==> src/rtl/sap1_control_sequencer_pkg.sv <==
// Shared SAP-1 definitions: opcodes, T-state encoding and control-word bit
// positions. The datapath top level uses the same bit indices to unpack the
// control word.
package sap1_pkg;

  // One value per T-state of the instruction cycle.
  typedef enum logic [2:0] {
    T0 = 3'd0,
    T1 = 3'd1,
    T2 = 3'd2,
    T3 = 3'd3,
    T4 = 3'd4
  } step_e;

  // Opcodes 0x9..0xD are unassigned and run as NOP.
  localparam logic [3:0] OP_NOP = 4'h0;
  localparam logic [3:0] OP_LDA = 4'h1;
  localparam logic [3:0] OP_ADD = 4'h2;
  localparam logic [3:0] OP_SUB = 4'h3;
  localparam logic [3:0] OP_STA = 4'h4;
  localparam logic [3:0] OP_LDI = 4'h5;
  localparam logic [3:0] OP_JMP = 4'h6;
  localparam logic [3:0] OP_JC  = 4'h7;
  localparam logic [3:0] OP_JZ  = 4'h8;
  localparam logic [3:0] OP_OUT = 4'hE;
  localparam logic [3:0] OP_HLT = 4'hF;

  // Bit positions inside the control word.
  localparam int CW_PC_OUT     = 0;
  localparam int CW_PC_INC     = 1;
  localparam int CW_PC_LOAD    = 2;
  localparam int CW_MAR_LOAD   = 3;
  localparam int CW_RAM_OUT    = 4;
  localparam int CW_RAM_IN     = 5;
  localparam int CW_IR_LOAD    = 6;
  localparam int CW_IR_OUT     = 7;
  localparam int CW_A_LOAD     = 8;
  localparam int CW_A_OUT      = 9;
  localparam int CW_B_LOAD     = 10;
  localparam int CW_ALU_OUT    = 11;
  localparam int CW_ALU_SUB    = 12;
  localparam int CW_FLAGS_LOAD = 13;
  localparam int CW_OUT_LOAD   = 14;
  localparam int CW_WIDTH      = 15;

  typedef logic [CW_WIDTH-1:0] ctrl_word_t;

  // Control word with only the given line asserted.
  function automatic ctrl_word_t cw_bit(input int idx);
    return ctrl_word_t'(1) << idx;
  endfunction

endpackage

==> src/rtl/sap1_control_sequencer_if.sv <==
// Bundle between the control sequencer and the SAP-1 datapath: IR contents and
// flags flow in, one-hot control lines, halt and debug step flow out.
interface sap1_control_sequencer_if #(
  parameter int INSTR_WIDTH = 8
);

  logic [INSTR_WIDTH-1:0] i_instruction;
  logic                   i_flag_carry;
  logic                   i_flag_zero;

  logic o_pc_out;
  logic o_pc_inc;
  logic o_pc_load;
  logic o_mar_load;
  logic o_ram_out;
  logic o_ram_in;
  logic o_ir_load;
  logic o_ir_out;
  logic o_a_load;
  logic o_a_out;
  logic o_b_load;
  logic o_alu_out;
  logic o_alu_sub;
  logic o_flags_load;
  logic o_out_load;
  logic o_halt;
  logic [2:0] o_step;

  // Sequencer side.
  modport master (
    input  i_instruction, i_flag_carry, i_flag_zero,
    output o_pc_out, o_pc_inc, o_pc_load, o_mar_load, o_ram_out, o_ram_in,
           o_ir_load, o_ir_out, o_a_load, o_a_out, o_b_load, o_alu_out,
           o_alu_sub, o_flags_load, o_out_load, o_halt, o_step
  );

  // Datapath side.
  modport slave (
    output i_instruction, i_flag_carry, i_flag_zero,
    input  o_pc_out, o_pc_inc, o_pc_load, o_mar_load, o_ram_out, o_ram_in,
           o_ir_load, o_ir_out, o_a_load, o_a_out, o_b_load, o_alu_out,
           o_alu_sub, o_flags_load, o_out_load, o_halt, o_step
  );

endinterface

==> src/rtl/sap1_control_sequencer_decode.sv <==
// Combinational microcode ROM for SAP-1: maps (step, opcode, flags) to the
// control word, flags the opcode's final T-state and requests halt for HLT.
import sap1_pkg::*;

module sap1_microcode_decode #(
  parameter int OPCODE_WIDTH = 4
) (
  input  step_e                   i_step,
  input  logic [OPCODE_WIDTH-1:0] i_opcode,
  input  logic                    i_flag_carry,
  input  logic                    i_flag_zero,
  output ctrl_word_t              o_ctrl,
  output logic                    o_last,
  output logic                    o_halt_req
);

  logic [3:0] w_op;
  step_e      w_lastStep;

  assign w_op = 4'(i_opcode);

  // Microcode table; anything not listed leaves every line low.
  always_comb begin
    o_ctrl     = '0;
    o_halt_req = 1'b0;
    w_lastStep = T2;

    case (w_op)
      OP_LDA, OP_STA: w_lastStep = T3;
      OP_ADD, OP_SUB: w_lastStep = T4;
      default:        w_lastStep = T2;
    endcase

    case (i_step)
      T0: o_ctrl = cw_bit(CW_PC_OUT) | cw_bit(CW_MAR_LOAD);
      T1: o_ctrl = cw_bit(CW_RAM_OUT) | cw_bit(CW_IR_LOAD) | cw_bit(CW_PC_INC);
      T2: begin
        case (w_op)
          OP_LDA, OP_ADD, OP_SUB, OP_STA:
            o_ctrl = cw_bit(CW_IR_OUT) | cw_bit(CW_MAR_LOAD);
          OP_LDI: o_ctrl = cw_bit(CW_IR_OUT) | cw_bit(CW_A_LOAD);
          OP_JMP: o_ctrl = cw_bit(CW_IR_OUT) | cw_bit(CW_PC_LOAD);
          OP_JC: begin
            if (i_flag_carry) o_ctrl = cw_bit(CW_IR_OUT) | cw_bit(CW_PC_LOAD);
          end
          OP_JZ: begin
            if (i_flag_zero) o_ctrl = cw_bit(CW_IR_OUT) | cw_bit(CW_PC_LOAD);
          end
          OP_OUT: o_ctrl = cw_bit(CW_A_OUT) | cw_bit(CW_OUT_LOAD);
          OP_HLT: o_halt_req = 1'b1;
          default: ;
        endcase
      end
      T3: begin
        case (w_op)
          OP_LDA:         o_ctrl = cw_bit(CW_RAM_OUT) | cw_bit(CW_A_LOAD);
          OP_ADD, OP_SUB: o_ctrl = cw_bit(CW_RAM_OUT) | cw_bit(CW_B_LOAD);
          OP_STA:         o_ctrl = cw_bit(CW_A_OUT) | cw_bit(CW_RAM_IN);
          default: ;
        endcase
      end
      T4: begin
        case (w_op)
          OP_ADD: o_ctrl = cw_bit(CW_ALU_OUT) | cw_bit(CW_A_LOAD) | cw_bit(CW_FLAGS_LOAD);
          OP_SUB: o_ctrl = cw_bit(CW_ALU_OUT) | cw_bit(CW_A_LOAD) | cw_bit(CW_FLAGS_LOAD)
                         | cw_bit(CW_ALU_SUB);
          default: ;
        endcase
      end
      default: ;
    endcase

    // Treating any step at or past the final one as final also pulls
    // unreachable encodings back to T0.
    o_last = (i_step >= w_lastStep);
  end

endmodule

==> src/rtl/sap1_control_sequencer.sv <==
// SAP-1 control sequencer: T-state counter and halt latch around the
// microcode decoder. Control lines are forced low once halted.
import sap1_pkg::*;

module sap1_control_sequencer #(
  parameter int OPCODE_WIDTH = 4,
  parameter int INSTR_WIDTH  = 8
) (
  input  logic                        mclk,
  input  logic                        mrst_n,
  input  logic                        mclk_en,
  sap1_control_sequencer_if.master    bus
);

  step_e      r_step;
  logic       r_halt;
  step_e      w_nextStep;
  logic       w_nextHalt;
  ctrl_word_t w_decCtrl;
  ctrl_word_t w_ctrl;
  logic       w_last;
  logic       w_haltReq;
  logic [OPCODE_WIDTH-1:0] w_opcode;

  assign w_opcode = bus.i_instruction[INSTR_WIDTH-1 -: OPCODE_WIDTH];

  sap1_microcode_decode #(
    .OPCODE_WIDTH (OPCODE_WIDTH)
  ) u_decode (
    .i_step       (r_step),
    .i_opcode     (w_opcode),
    .i_flag_carry (bus.i_flag_carry),
    .i_flag_zero  (bus.i_flag_zero),
    .o_ctrl       (w_decCtrl),
    .o_last       (w_last),
    .o_halt_req   (w_haltReq)
  );

  // Step and halt registers; reset drops straight back to T0, not halted.
  always_ff @(posedge mclk or negedge mrst_n) begin
    if (!mrst_n) begin
      r_step <= T0;
      r_halt <= 1'b0;
    end else begin
      r_step <= w_nextStep;
      r_halt <= w_nextHalt;
    end
  end

  // Advance one T-state per enable; once halted nothing moves until reset.
  always_comb begin
    w_nextStep = r_step;
    w_nextHalt = r_halt;
    if (mclk_en && !r_halt) begin
      if (w_last) w_nextStep = T0;
      else        w_nextStep = step_e'(r_step + 3'd1);
      if (w_haltReq) w_nextHalt = 1'b1;
    end
  end

  assign w_ctrl = r_halt ? '0 : w_decCtrl;

  assign bus.o_pc_out     = w_ctrl[CW_PC_OUT];
  assign bus.o_pc_inc     = w_ctrl[CW_PC_INC];
  assign bus.o_pc_load    = w_ctrl[CW_PC_LOAD];
  assign bus.o_mar_load   = w_ctrl[CW_MAR_LOAD];
  assign bus.o_ram_out    = w_ctrl[CW_RAM_OUT];
  assign bus.o_ram_in     = w_ctrl[CW_RAM_IN];
  assign bus.o_ir_load    = w_ctrl[CW_IR_LOAD];
  assign bus.o_ir_out     = w_ctrl[CW_IR_OUT];
  assign bus.o_a_load     = w_ctrl[CW_A_LOAD];
  assign bus.o_a_out      = w_ctrl[CW_A_OUT];
  assign bus.o_b_load     = w_ctrl[CW_B_LOAD];
  assign bus.o_alu_out    = w_ctrl[CW_ALU_OUT];
  assign bus.o_alu_sub    = w_ctrl[CW_ALU_SUB];
  assign bus.o_flags_load = w_ctrl[CW_FLAGS_LOAD];
  assign bus.o_out_load   = w_ctrl[CW_OUT_LOAD];
  assign bus.o_halt       = r_halt;
  assign bus.o_step       = r_step;

endmodule

==> src/flat_wrapper.sv <==
// flat-port wrapper written by rule: the top's interface ports become plain ports
module sap1_control_sequencer_flat 
#(
  parameter int OPCODE_WIDTH = 4,
  parameter int INSTR_WIDTH  = 8
)
  (mclk, mrst_n, mclk_en, bus_i_instruction, bus_i_flag_carry, bus_i_flag_zero, bus_o_pc_out, bus_o_pc_inc, bus_o_pc_load, bus_o_mar_load, bus_o_ram_out, bus_o_ram_in, bus_o_ir_load, bus_o_ir_out, bus_o_a_load, bus_o_a_out, bus_o_b_load, bus_o_alu_out, bus_o_alu_sub, bus_o_flags_load, bus_o_out_load, bus_o_halt, bus_o_step);
  sap1_control_sequencer_if #(.INSTR_WIDTH(INSTR_WIDTH)) bus_i ();
  input  logic mclk;
  input  logic mrst_n;
  input  logic mclk_en;
  input wire logic [$bits(bus_i.i_instruction)-1:0] bus_i_instruction;
  input wire logic [$bits(bus_i.i_flag_carry)-1:0] bus_i_flag_carry;
  input wire logic [$bits(bus_i.i_flag_zero)-1:0] bus_i_flag_zero;
  output wire logic [$bits(bus_i.o_pc_out)-1:0] bus_o_pc_out;
  output wire logic [$bits(bus_i.o_pc_inc)-1:0] bus_o_pc_inc;
  output wire logic [$bits(bus_i.o_pc_load)-1:0] bus_o_pc_load;
  output wire logic [$bits(bus_i.o_mar_load)-1:0] bus_o_mar_load;
  output wire logic [$bits(bus_i.o_ram_out)-1:0] bus_o_ram_out;
  output wire logic [$bits(bus_i.o_ram_in)-1:0] bus_o_ram_in;
  output wire logic [$bits(bus_i.o_ir_load)-1:0] bus_o_ir_load;
  output wire logic [$bits(bus_i.o_ir_out)-1:0] bus_o_ir_out;
  output wire logic [$bits(bus_i.o_a_load)-1:0] bus_o_a_load;
  output wire logic [$bits(bus_i.o_a_out)-1:0] bus_o_a_out;
  output wire logic [$bits(bus_i.o_b_load)-1:0] bus_o_b_load;
  output wire logic [$bits(bus_i.o_alu_out)-1:0] bus_o_alu_out;
  output wire logic [$bits(bus_i.o_alu_sub)-1:0] bus_o_alu_sub;
  output wire logic [$bits(bus_i.o_flags_load)-1:0] bus_o_flags_load;
  output wire logic [$bits(bus_i.o_out_load)-1:0] bus_o_out_load;
  output wire logic [$bits(bus_i.o_halt)-1:0] bus_o_halt;
  output wire logic [$bits(bus_i.o_step)-1:0] bus_o_step;
  assign bus_i.i_instruction = bus_i_instruction;
  assign bus_i.i_flag_carry = bus_i_flag_carry;
  assign bus_i.i_flag_zero = bus_i_flag_zero;
  assign bus_o_pc_out = bus_i.o_pc_out;
  assign bus_o_pc_inc = bus_i.o_pc_inc;
  assign bus_o_pc_load = bus_i.o_pc_load;
  assign bus_o_mar_load = bus_i.o_mar_load;
  assign bus_o_ram_out = bus_i.o_ram_out;
  assign bus_o_ram_in = bus_i.o_ram_in;
  assign bus_o_ir_load = bus_i.o_ir_load;
  assign bus_o_ir_out = bus_i.o_ir_out;
  assign bus_o_a_load = bus_i.o_a_load;
  assign bus_o_a_out = bus_i.o_a_out;
  assign bus_o_b_load = bus_i.o_b_load;
  assign bus_o_alu_out = bus_i.o_alu_out;
  assign bus_o_alu_sub = bus_i.o_alu_sub;
  assign bus_o_flags_load = bus_i.o_flags_load;
  assign bus_o_out_load = bus_i.o_out_load;
  assign bus_o_halt = bus_i.o_halt;
  assign bus_o_step = bus_i.o_step;
  sap1_control_sequencer #(.OPCODE_WIDTH(OPCODE_WIDTH), .INSTR_WIDTH(INSTR_WIDTH)) u_core (.mclk(mclk), .mrst_n(mrst_n), .mclk_en(mclk_en), .bus(bus_i));
endmodule
==> config.mk <==
export PLATFORM = sky130hd
export DESIGN_NAME = sap1_control_sequencer_flat
export DESIGN_NICKNAME = d
export VERILOG_FILES = /design/src/rtl/sap1_control_sequencer_pkg.sv /design/src/rtl/sap1_control_sequencer_if.sv /design/src/rtl/sap1_control_sequencer_decode.sv /design/src/rtl/sap1_control_sequencer.sv /design/src/flat_wrapper.sv
export SDC_FILE = /design/constraint.sdc
export NUM_CORES = 1
export LEC_CHECK = 0
export BUFFER_PORTS_ARGS = -buffer_cell sky130_fd_sc_hd__buf_2
export CELL_PAD_IN_SITES_DETAIL_PLACEMENT = 0
export CELL_PAD_IN_SITES_GLOBAL_PLACEMENT = 1
export CORE_MARGIN = 2
export CORE_UTILIZATION = 27
export DETAILED_ROUTE_END_ITERATION = 12
export MAX_ROUTING_LAYER = met4
export PLACE_DENSITY_LB_ADDON = 0.1
export SYNTH_ARGS = -nofsm -noshare
export SYNTH_HDL_FRONTEND = slang
export SYNTH_HIERARCHICAL = 1
export SYNTH_SLANG_ARGS = --single-unit
==> constraint.sdc <==
create_clock -name mclk -period 2 [get_ports mclk]
set_input_delay 0.1 -clock mclk [delete_from_list [all_inputs] [get_ports mclk]]
set_output_delay 0.1 -clock mclk [all_outputs]
set_load 0.01 [all_outputs]
==> metrics.txt, run 1 <==
antenna violations before repair 0; TritonCTS clock tree done; Vias/cell 4.66; number of H-tree levels 1; Worst EP required 2.16 ns; RSZ-0062 raised after global routing false; Rows 18; Clock Tree Root clkbuf_4; cell internal pwr 0.508 mW; Reg2Reg Depth 7; dominant synthesized flop cell dfrtp_1; status complete, no violations; element type at the critical path end flip-flop; crit path kind reg -> reg; Worst-Margin Slew 0.503 ns; post-synthesis sequential area ratio 14.9%; largest net degree at the start of global routing 19; hold_sp mclk_en; switching share of power 45.0%; Clk network pwr share 11.8%; Routed WL 1770 um; drt first pass iters 4; Vias 709; global-route wire length before repair 2570 um; Max Clock Freq 548 MHz; Yosys reg bits 4; met1 WL 834 um; initial core utilization 27.9%; combinational fraction of design power 68.2%; Met2 Wirelength 840 um; Setup Buffers After CTS 0; Syn Nets 107; final max-slew violation count 0; Final TNS setup 0 ns; Sw Pwr 0.416 mW; Placed Cells incl. Taps 147; Mapped Cells 90; Leak 0.527 nW; Area growth syn-to-layout 34.6%; HP Class in -> reg; total gr overflow 0; Post-DP HPWL 1360 um; Async SR Flop Fraction 100%; final setup violating endpoints 0; fin nets 140; Setup Skew 0.00477 ns; routability cong. 0.809; crit share post-route 91.3%; CTS sink cnt 4; WL/cell 11.7 um; hold endpoint u_core/bus.o_halt; Layout Cells excl Fill 152; vias in the first global route 575; number of synthesis warnings 6; Die H 53.9 um; drt drc 0; Power Dens Cells 1020 nW/um2; WL met3 96 um; Worst R2R End u_core/bus.o_step[2]; I/O Buffers 27; clock latency at the later pin of the worst-skew pair 0.23 ns; Die Area 2900 um2; number of flops mapped to enable cells by yosys 0; max_cap viols 0; CTS Buf Count 3; I/O pins 32; relative slew slack 66.5%; clk buf depth 2; r2r setup slk 0.17 ns; reg2reg start u_core/bus.o_step[0]; minimum clock period 1.83 ns; peak supply drop 719 uV; count of cell types in the netlist 32; Synth Cell Area 672 um2; Iteration-0 DRC Markers 4; ANT cells 0; clock transition at the registers of the reported paths 0.04 ns; final hold violations 0; Max FO, Critical Path 2; Die W 53.9 um; antenna viol nets, final 0; total track usage 12.2%; core area 2410 um2; fraction of layout cells with a size suffix above 1 35.2%; Max Used Layer met3; Mapped Avg Cell Area 7.47 um2; Worst EP arrival 1.99 ns; share of power burned in registers 20.0%; Worst setup SP type flip-flop; Hold Crit Depth 2
power groups by stage:
stage / logic, mW / registers [mW] / clock network, mW
finish: 0.630 / 0.185 / 0.109
global route: 0.708 / 0.194 / 0.124
CTS: 0.634 / 0.186 / 0.114
detailed placement: 0.629 / 0.186 / 0
global placement: 0.622 / 0.182 / 0
floorplan: 0.416 / 0.195 / 0
final cells by class:
type	instances	area, um2
tap	30	37.5
multi-input combinational	74	515
sequential	4	101
fill	265	1510
clock buffer	4	26.3
timing repair buffer	37	213
inverter	3	11.3
worst max-delay path by stage:
stage / start / cells after the start / end
after floorplan: u_core/bus.o_step[0] / 8 / u_core/bus.o_step[2]
after global placement: bus_i_instruction[6] / 9 / u_core/bus.o_step[2]
after detailed placement: bus_i_instruction[6] / 9 / u_core/bus.o_step[2]
after CTS: u_core/bus.o_step[0] / 6 / bus_o_ir_out
after global routing: u_core/bus.o_step[0] / 6 / bus_o_ir_out
final: u_core/bus.o_step[0] / 7 / u_core/bus.o_step[2]
routing by layer:
layer | up-vias | track usage, %
met5 | - | -
met4 | 0 | 2.56
met3 | 0 | 1.11
met2 | 15 | 21.1
met1 | 322 | 15.4
li1 | 372 | -
repair_timing:
action | in CTS | in global routing
hold endpoints to repair | 4 | 0
setup endpoints to repair | 0 | 1
resized for setup | 0 | 1
hold buffers | 1 | 0
kinds of logic after synthesis:
kind of cell	after synthesis	share of synthesized area, %
simple gates	52	49.4
compound gates	16	16.6
buf+inv	12	9.12
fa+ha+maj	4	7.45
flops	4	14.9
xor+xnor	2	2.61
worst max-delay path: stages, from the launching register on:
cell and delay, ns:
dfrtp_2 0.39, inv_1 0.06, ha_1 0.21, nand2b_1 0.14, a21o_1 0.17, a21o_1 0.18, or4b_1 0.51, nand2_1 0.10
sequential cells by signal, indices dropped and copies added, names as in the netlist:
name and count:
u_core/bus.o_step 3, u_core/bus.o_halt 1
cells in the mapped netlist (2+ instances only):
master / number / area, um2
nor2b_1: 13 / 81.3
buf_4: 2 / 15.0
nor3_1: 6 / 30.0
ha_1: 4 / 50.1
clkbuf_1: 5 / 18.8
a21o_1: 5 / 37.5
a21oi_1: 2 / 10.0
inv_1: 3 / 11.3
nand2b_1: 4 / 25.0
nand2_1: 6 / 22.5
o21ai_0: 5 / 25.0
dfrtp_1: 4 / 100
and2b_1: 6 / 45.0
nor2_1: 7 / 26.3
stage by stage:
step	setup slack (ns)	total power, mW	utilization [%]	area (um2)	hold slack [ns]
6_report	0.174	0.923	37.5	905	0.133
5_1_grt	0.0746	1.03	37.5	905	0.138
4_1_cts	0.119	0.934	37.3	900	0.124
3_5_place_dp	0.0334	0.816	35.8	863	-0.0947
3_3_place_gp	0.0338	0.805	35.8	863	-0.0939
2_1_floorplan	0.000780	0.610	-	683	-0.196
layout by cell type, fill, tap and decap left out, types with 2 or more instances in the layout:
master	count
buf_2	27
nor2b_1	13
buf_4	9
nor2_1	7
and2b_1	6
nand2_1	6
nor3_1	6
o21ai_0	5
a21o_1	5
nand2b_1	4
ha_1	4
clkbuf_4	3
dfrtp_1	3
inv_1	3
a21oi_1	2
Power figures use the tool's default switching activity.
==> inputs of run 2 (changes only) <==
--- a/config.mk
+++ b/config.mk
@@ -6,7 +6,7 @@
 export NUM_CORES = 1
 export LEC_CHECK = 0
 export BUFFER_PORTS_ARGS = -buffer_cell sky130_fd_sc_hd__buf_2
-export CELL_PAD_IN_SITES_DETAIL_PLACEMENT = 0
+export CELL_PAD_IN_SITES_DETAIL_PLACEMENT = 1
 export CELL_PAD_IN_SITES_GLOBAL_PLACEMENT = 1
 export CORE_MARGIN = 2
 export CORE_UTILIZATION = 27
==> metrics.txt, run 2 (synthesized netlist as in run 1, its figures left out) <==
Routed WL 1860 um; fraction of layout cells with a size suffix above 1 35.2%; commonest non-fill, non-tap cell in the layout buf_2; final setup violating endpoints 0; Vias 730; peak supply drop 573 uV; Largest register FFs 3; number of H-tree levels 1; clk buf depth 2; crit share post-route 92.1%; clock transition at the registers of the reported paths 0.04 ns; Post-Place Worst Slack 0.0279 ns; Vias/cell 4.80; fin nets 140; Post-DP HPWL 1500 um; Worst EP arrival 2.01 ns; element type at the critical path end flip-flop; initial core utilization 27.9%; Die H 53.9 um; Clock Tree Root clkbuf_4; vias in the first global route 731; CTS sink cnt 4; Setup Skew 0.00523 ns; Final TNS setup 0 ns; antenna violations before repair 0; RSZ-0062 raised after global routing false; Iteration-0 DRC Markers 2; status complete, no violations; Rows 18; relative slew slack 66.5%; Area growth syn-to-layout 34.6%; minimum clock period 1.84 ns; Worst setup SP type flip-flop; TritonCTS clock tree done; antenna viol nets, final 0; Die Area 2900 um2; final hold violations 0; routability cong. 0.809; Max FO, Critical Path 2; drt first pass iters 2; Die W 53.9 um; Leak 0.527 nW; Worst-Margin Slew 0.502 ns; CTS Buf Count 3; commonest cells after routing, fill and taps aside buf_2 (27), nor2b_1 (13), buf_4 (9); ANT cells 0; total gr overflow 0; I/O Buffers 27; max_cap viols 0; core area 2410 um2; Max Clock Freq 543 MHz; Power Dens Cells 1020 nW/um2; fin worst setup slack 0.157 ns; fillers 311; Worst EP required 2.17 ns; I/O pins 32; WL/cell 12.3 um; clock latency at the later pin of the worst-skew pair 0.23 ns; largest net degree at the start of global routing 19; Setup Buffers After CTS 0; HP Class in -> reg; final max-slew violation count 0; total track usage 14.9%; crit path kind reg -> reg; global-route wire length before repair 3110 um; drt drc 0
[run 2: cell counts in the layout (fill, tap and decap cells not counted)]
Identical to the previous run, type by type.
[run 2: per-stage QoR]
step           cell area, um2  total power, mW  cells  utilization [%]  hold slack [ns]
2_1_floorplan             683            0.610     90                -           -0.196
3_3_place_gp              863            0.805    147             35.8          -0.0939
3_5_place_dp              863            0.828    147             35.8          -0.0934
4_1_cts                   900            0.945    152             37.3            0.119
5_1_grt                   905             1.04    152             37.5            0.120
6_report                  905            0.926    152             37.5            0.123
[run 2: final cells by class]
type                    instances  area [um2]  area share, %
multi-input cells              74         515           57.0
repair buffers                 37         213           23.5
flip-flops and latches          4         101           11.2
well taps                      30        37.5           4.15
clock buffers                   4        26.3           2.90
inverters                       3        11.3           1.24
[run 2: worst paths after layout]
kind / start / end / slack [ns] / cells past startpoint
max: u_core/bus.o_step[0] / u_core/bus.o_step[2] / 0.16 / 7
min in group asynchronous: mrst_n / u_core/bus.o_step[2] / 0.19 / 2
max in group asynchronous: mrst_n / u_core/bus.o_step[0] / 1.68 / 2
min: mclk_en / u_core/bus.o_halt / 0.12 / 2
max reg2reg: u_core/bus.o_step[0] / u_core/bus.o_step[2] / 0.16 / 7
min reg2reg: u_core/bus.o_step[0] / u_core/bus.o_step[0] / 0.72 / 2
[run 2: worst max-delay path, cell delays in order (launching register included)]
cell      delay, ns
dfrtp_2        0.39
inv_1          0.06
ha_1           0.21
nand2b_1       0.14
a21o_1         0.17
a21o_1         0.18
or4b_1         0.52
nand2_1        0.10
[run 2: metal layers]
layer | GRT usage, % | wire length, um | up-vias
met5 | - | 0 | -
met4 | 3.85 | 0 | 0
met3 | 1.94 | 82 | 0
met2 | 26.4 | 985 | 13
met1 | 17.6 | 794 | 345
li1 | - | - | 372
[run 2: where the power goes]
part / internal [mW] / leakage [nW] / total [mW] / switching (mW)
registers: 0.117 / 0.0507 / 0.185 / 0.0688
clock network: 0.0749 / 0.0150 / 0.108 / 0.0329
logic: 0.317 / 0.461 / 0.633 / 0.316
total: 0.509 / 0.527 / 0.926 / 0.418
[run 2: what timing repair did]
item | in CTS | in global routing
setup endpoints to repair | 0 | 2
gates resized for setup | 0 | 1
hold buffers | 1 | 0
endpoints found under the hold margin | 4 | 0
==> inputs of run 3 (changes only) <==
--- a/config.mk
+++ b/config.mk
@@ -6,10 +6,10 @@
 export NUM_CORES = 1
 export LEC_CHECK = 0
 export BUFFER_PORTS_ARGS = -buffer_cell sky130_fd_sc_hd__buf_2
-export CELL_PAD_IN_SITES_DETAIL_PLACEMENT = 1
-export CELL_PAD_IN_SITES_GLOBAL_PLACEMENT = 1
+export CELL_PAD_IN_SITES_DETAIL_PLACEMENT = 0
+export CELL_PAD_IN_SITES_GLOBAL_PLACEMENT = 2
 export CORE_MARGIN = 2
-export CORE_UTILIZATION = 27
+export CORE_UTILIZATION = 21
 export DETAILED_ROUTE_END_ITERATION = 12
 export MAX_ROUTING_LAYER = met4
 export PLACE_DENSITY_LB_ADDON = 0.1
==> metrics.txt, run 3 (synthesized netlist as in run 1, its figures left out) <==
status complete, no violations; Routed WL 1840 um; Die H 60.6 um; CTS Buf Count 3; vias in the first global route 708; Rows 20; core area 3050 um2; total track usage 11.4%; commonest cells after routing, fill and taps aside buf_2 (27), nor2b_1 (13), buf_4 (10); RSZ-0062 raised after global routing false; crit share post-route 90.2%; Max Clock Freq 554 MHz; fin nets 141; HP Class in -> reg; largest net degree at the start of global routing 18; Power Dens Cells 1020 nW/um2; peak supply drop 532 uV; Setup Skew 0.00682 ns; routability cong. 0.671; max_cap viols 0; initial core utilization 22.0%; Die Area 3670 um2; antenna viol nets, final 0; Worst setup SP type flip-flop; Leak 0.532 nW; Die W 60.6 um; Vias/cell 4.40; final hold violations 0; final max-slew violation count 0; Worst-Margin Slew 0.274 ns; Setup Buffers After CTS 0; Area growth syn-to-layout 38.4%; Post-DP HPWL 1420 um; Vias 735; minimum clock period 1.80 ns; Worst EP required 2.18 ns; total chip power 0.947 mW; ANT cells 0; I/O Buffers 27; number of H-tree levels 1; Largest register FFs 3; clock latency at the later pin of the worst-skew pair 0.24 ns; WL/cell 11.0 um; Iteration-0 DRC Markers 40; final setup violating endpoints 0; I/O pins 32; global-route wire length before repair 3090 um; TritonCTS clock tree done; antenna violations before repair 0; clock transition at the registers of the reported paths 0.04 ns; fillers 360; fraction of layout cells with a size suffix above 1 35.8%; Clock Tree Root clkbuf_4; total gr overflow 0; clk buf depth 2; Worst EP arrival 1.98 ns; element type at the critical path end flip-flop; crit path kind reg -> reg; drt drc 0; Final TNS setup 0 ns; CTS sink cnt 4; relative slew slack 81.6%; drt first pass iters 3; Max FO, Critical Path 2; commonest non-fill, non-tap cell in the layout buf_2
[run 3: area by class of cell]
cell class	instances	area [um2]	area share, %
clock buffer	4	26.3	2.83
multi-input combinational	74	515	55.5
timing repair buffer	38	220	23.7
tap	44	55.1	5.92
sequential	4	101	10.9
inverter	3	11.3	1.21
[run 3: worst paths after layout]
check	end	cells past startpoint	start	slack, ns
setup reg to reg	u_core/bus.o_step[2]	7	u_core/bus.o_step[0]	0.20
hold reg to reg	u_core/bus.o_step[1]	2	u_core/bus.o_halt	0.61
max in group asynchronous	u_core/bus.o_step[0]	2	mrst_n	1.67
hold / removal	u_core/bus.o_halt	2	mclk_en	0.13
setup / recovery	u_core/bus.o_step[2]	7	u_core/bus.o_step[0]	0.20
min in group asynchronous	u_core/bus.o_step[2]	2	mrst_n	0.20
[run 3: critical path: stages (launching register included)]
cell and delay, ns:
dfrtp_2 0.39, inv_1 0.06, ha_1 0.21, nand2b_1 0.14
a21o_1 0.17, a21o_1 0.18, or4b_1 0.51, nand2_1 0.08
[run 3: metal layers]
metal	track usage, %	routed length, um
met5	-	0
met4	3.73	6
met3	1.28	44
met2	20.1	1000
met1	13.4	783
[run 3: where the power goes]
group / leakage, nW / internal (mW) / switching [mW]
logic: 0.467 / 0.334 / 0.349
registers: 0.0507 / 0.117 / 0.0333
clock network: 0.0150 / 0.0751 / 0.0371
[run 3: timing repair]
action	4_1_cts	5_1_grt
gates resized for setup	0	1
endpoints found under the setup margin	0	1
hold endpoints to repair	4	0
hold buffers	1	0
[run 3: metrics by stage]
stage / hold slack, ns / instances / setup slack, ns / cell area [um2] / utilization, %
6_report: 0.132 / 167 / 0.197 / 930 / 30.5
3_5_place_dp: -0.0879 / 162 / 0.0361 / 888 / 29.1
2_1_floorplan: -0.196 / 90 / 0.000780 / 683 / -
5_1_grt: 0.131 / 167 / 0.0483 / 930 / 30.5
3_3_place_gp: -0.0929 / 162 / 0.0677 / 888 / 29.1
4_1_cts: 0.128 / 167 / 0.149 / 925 / 30.3
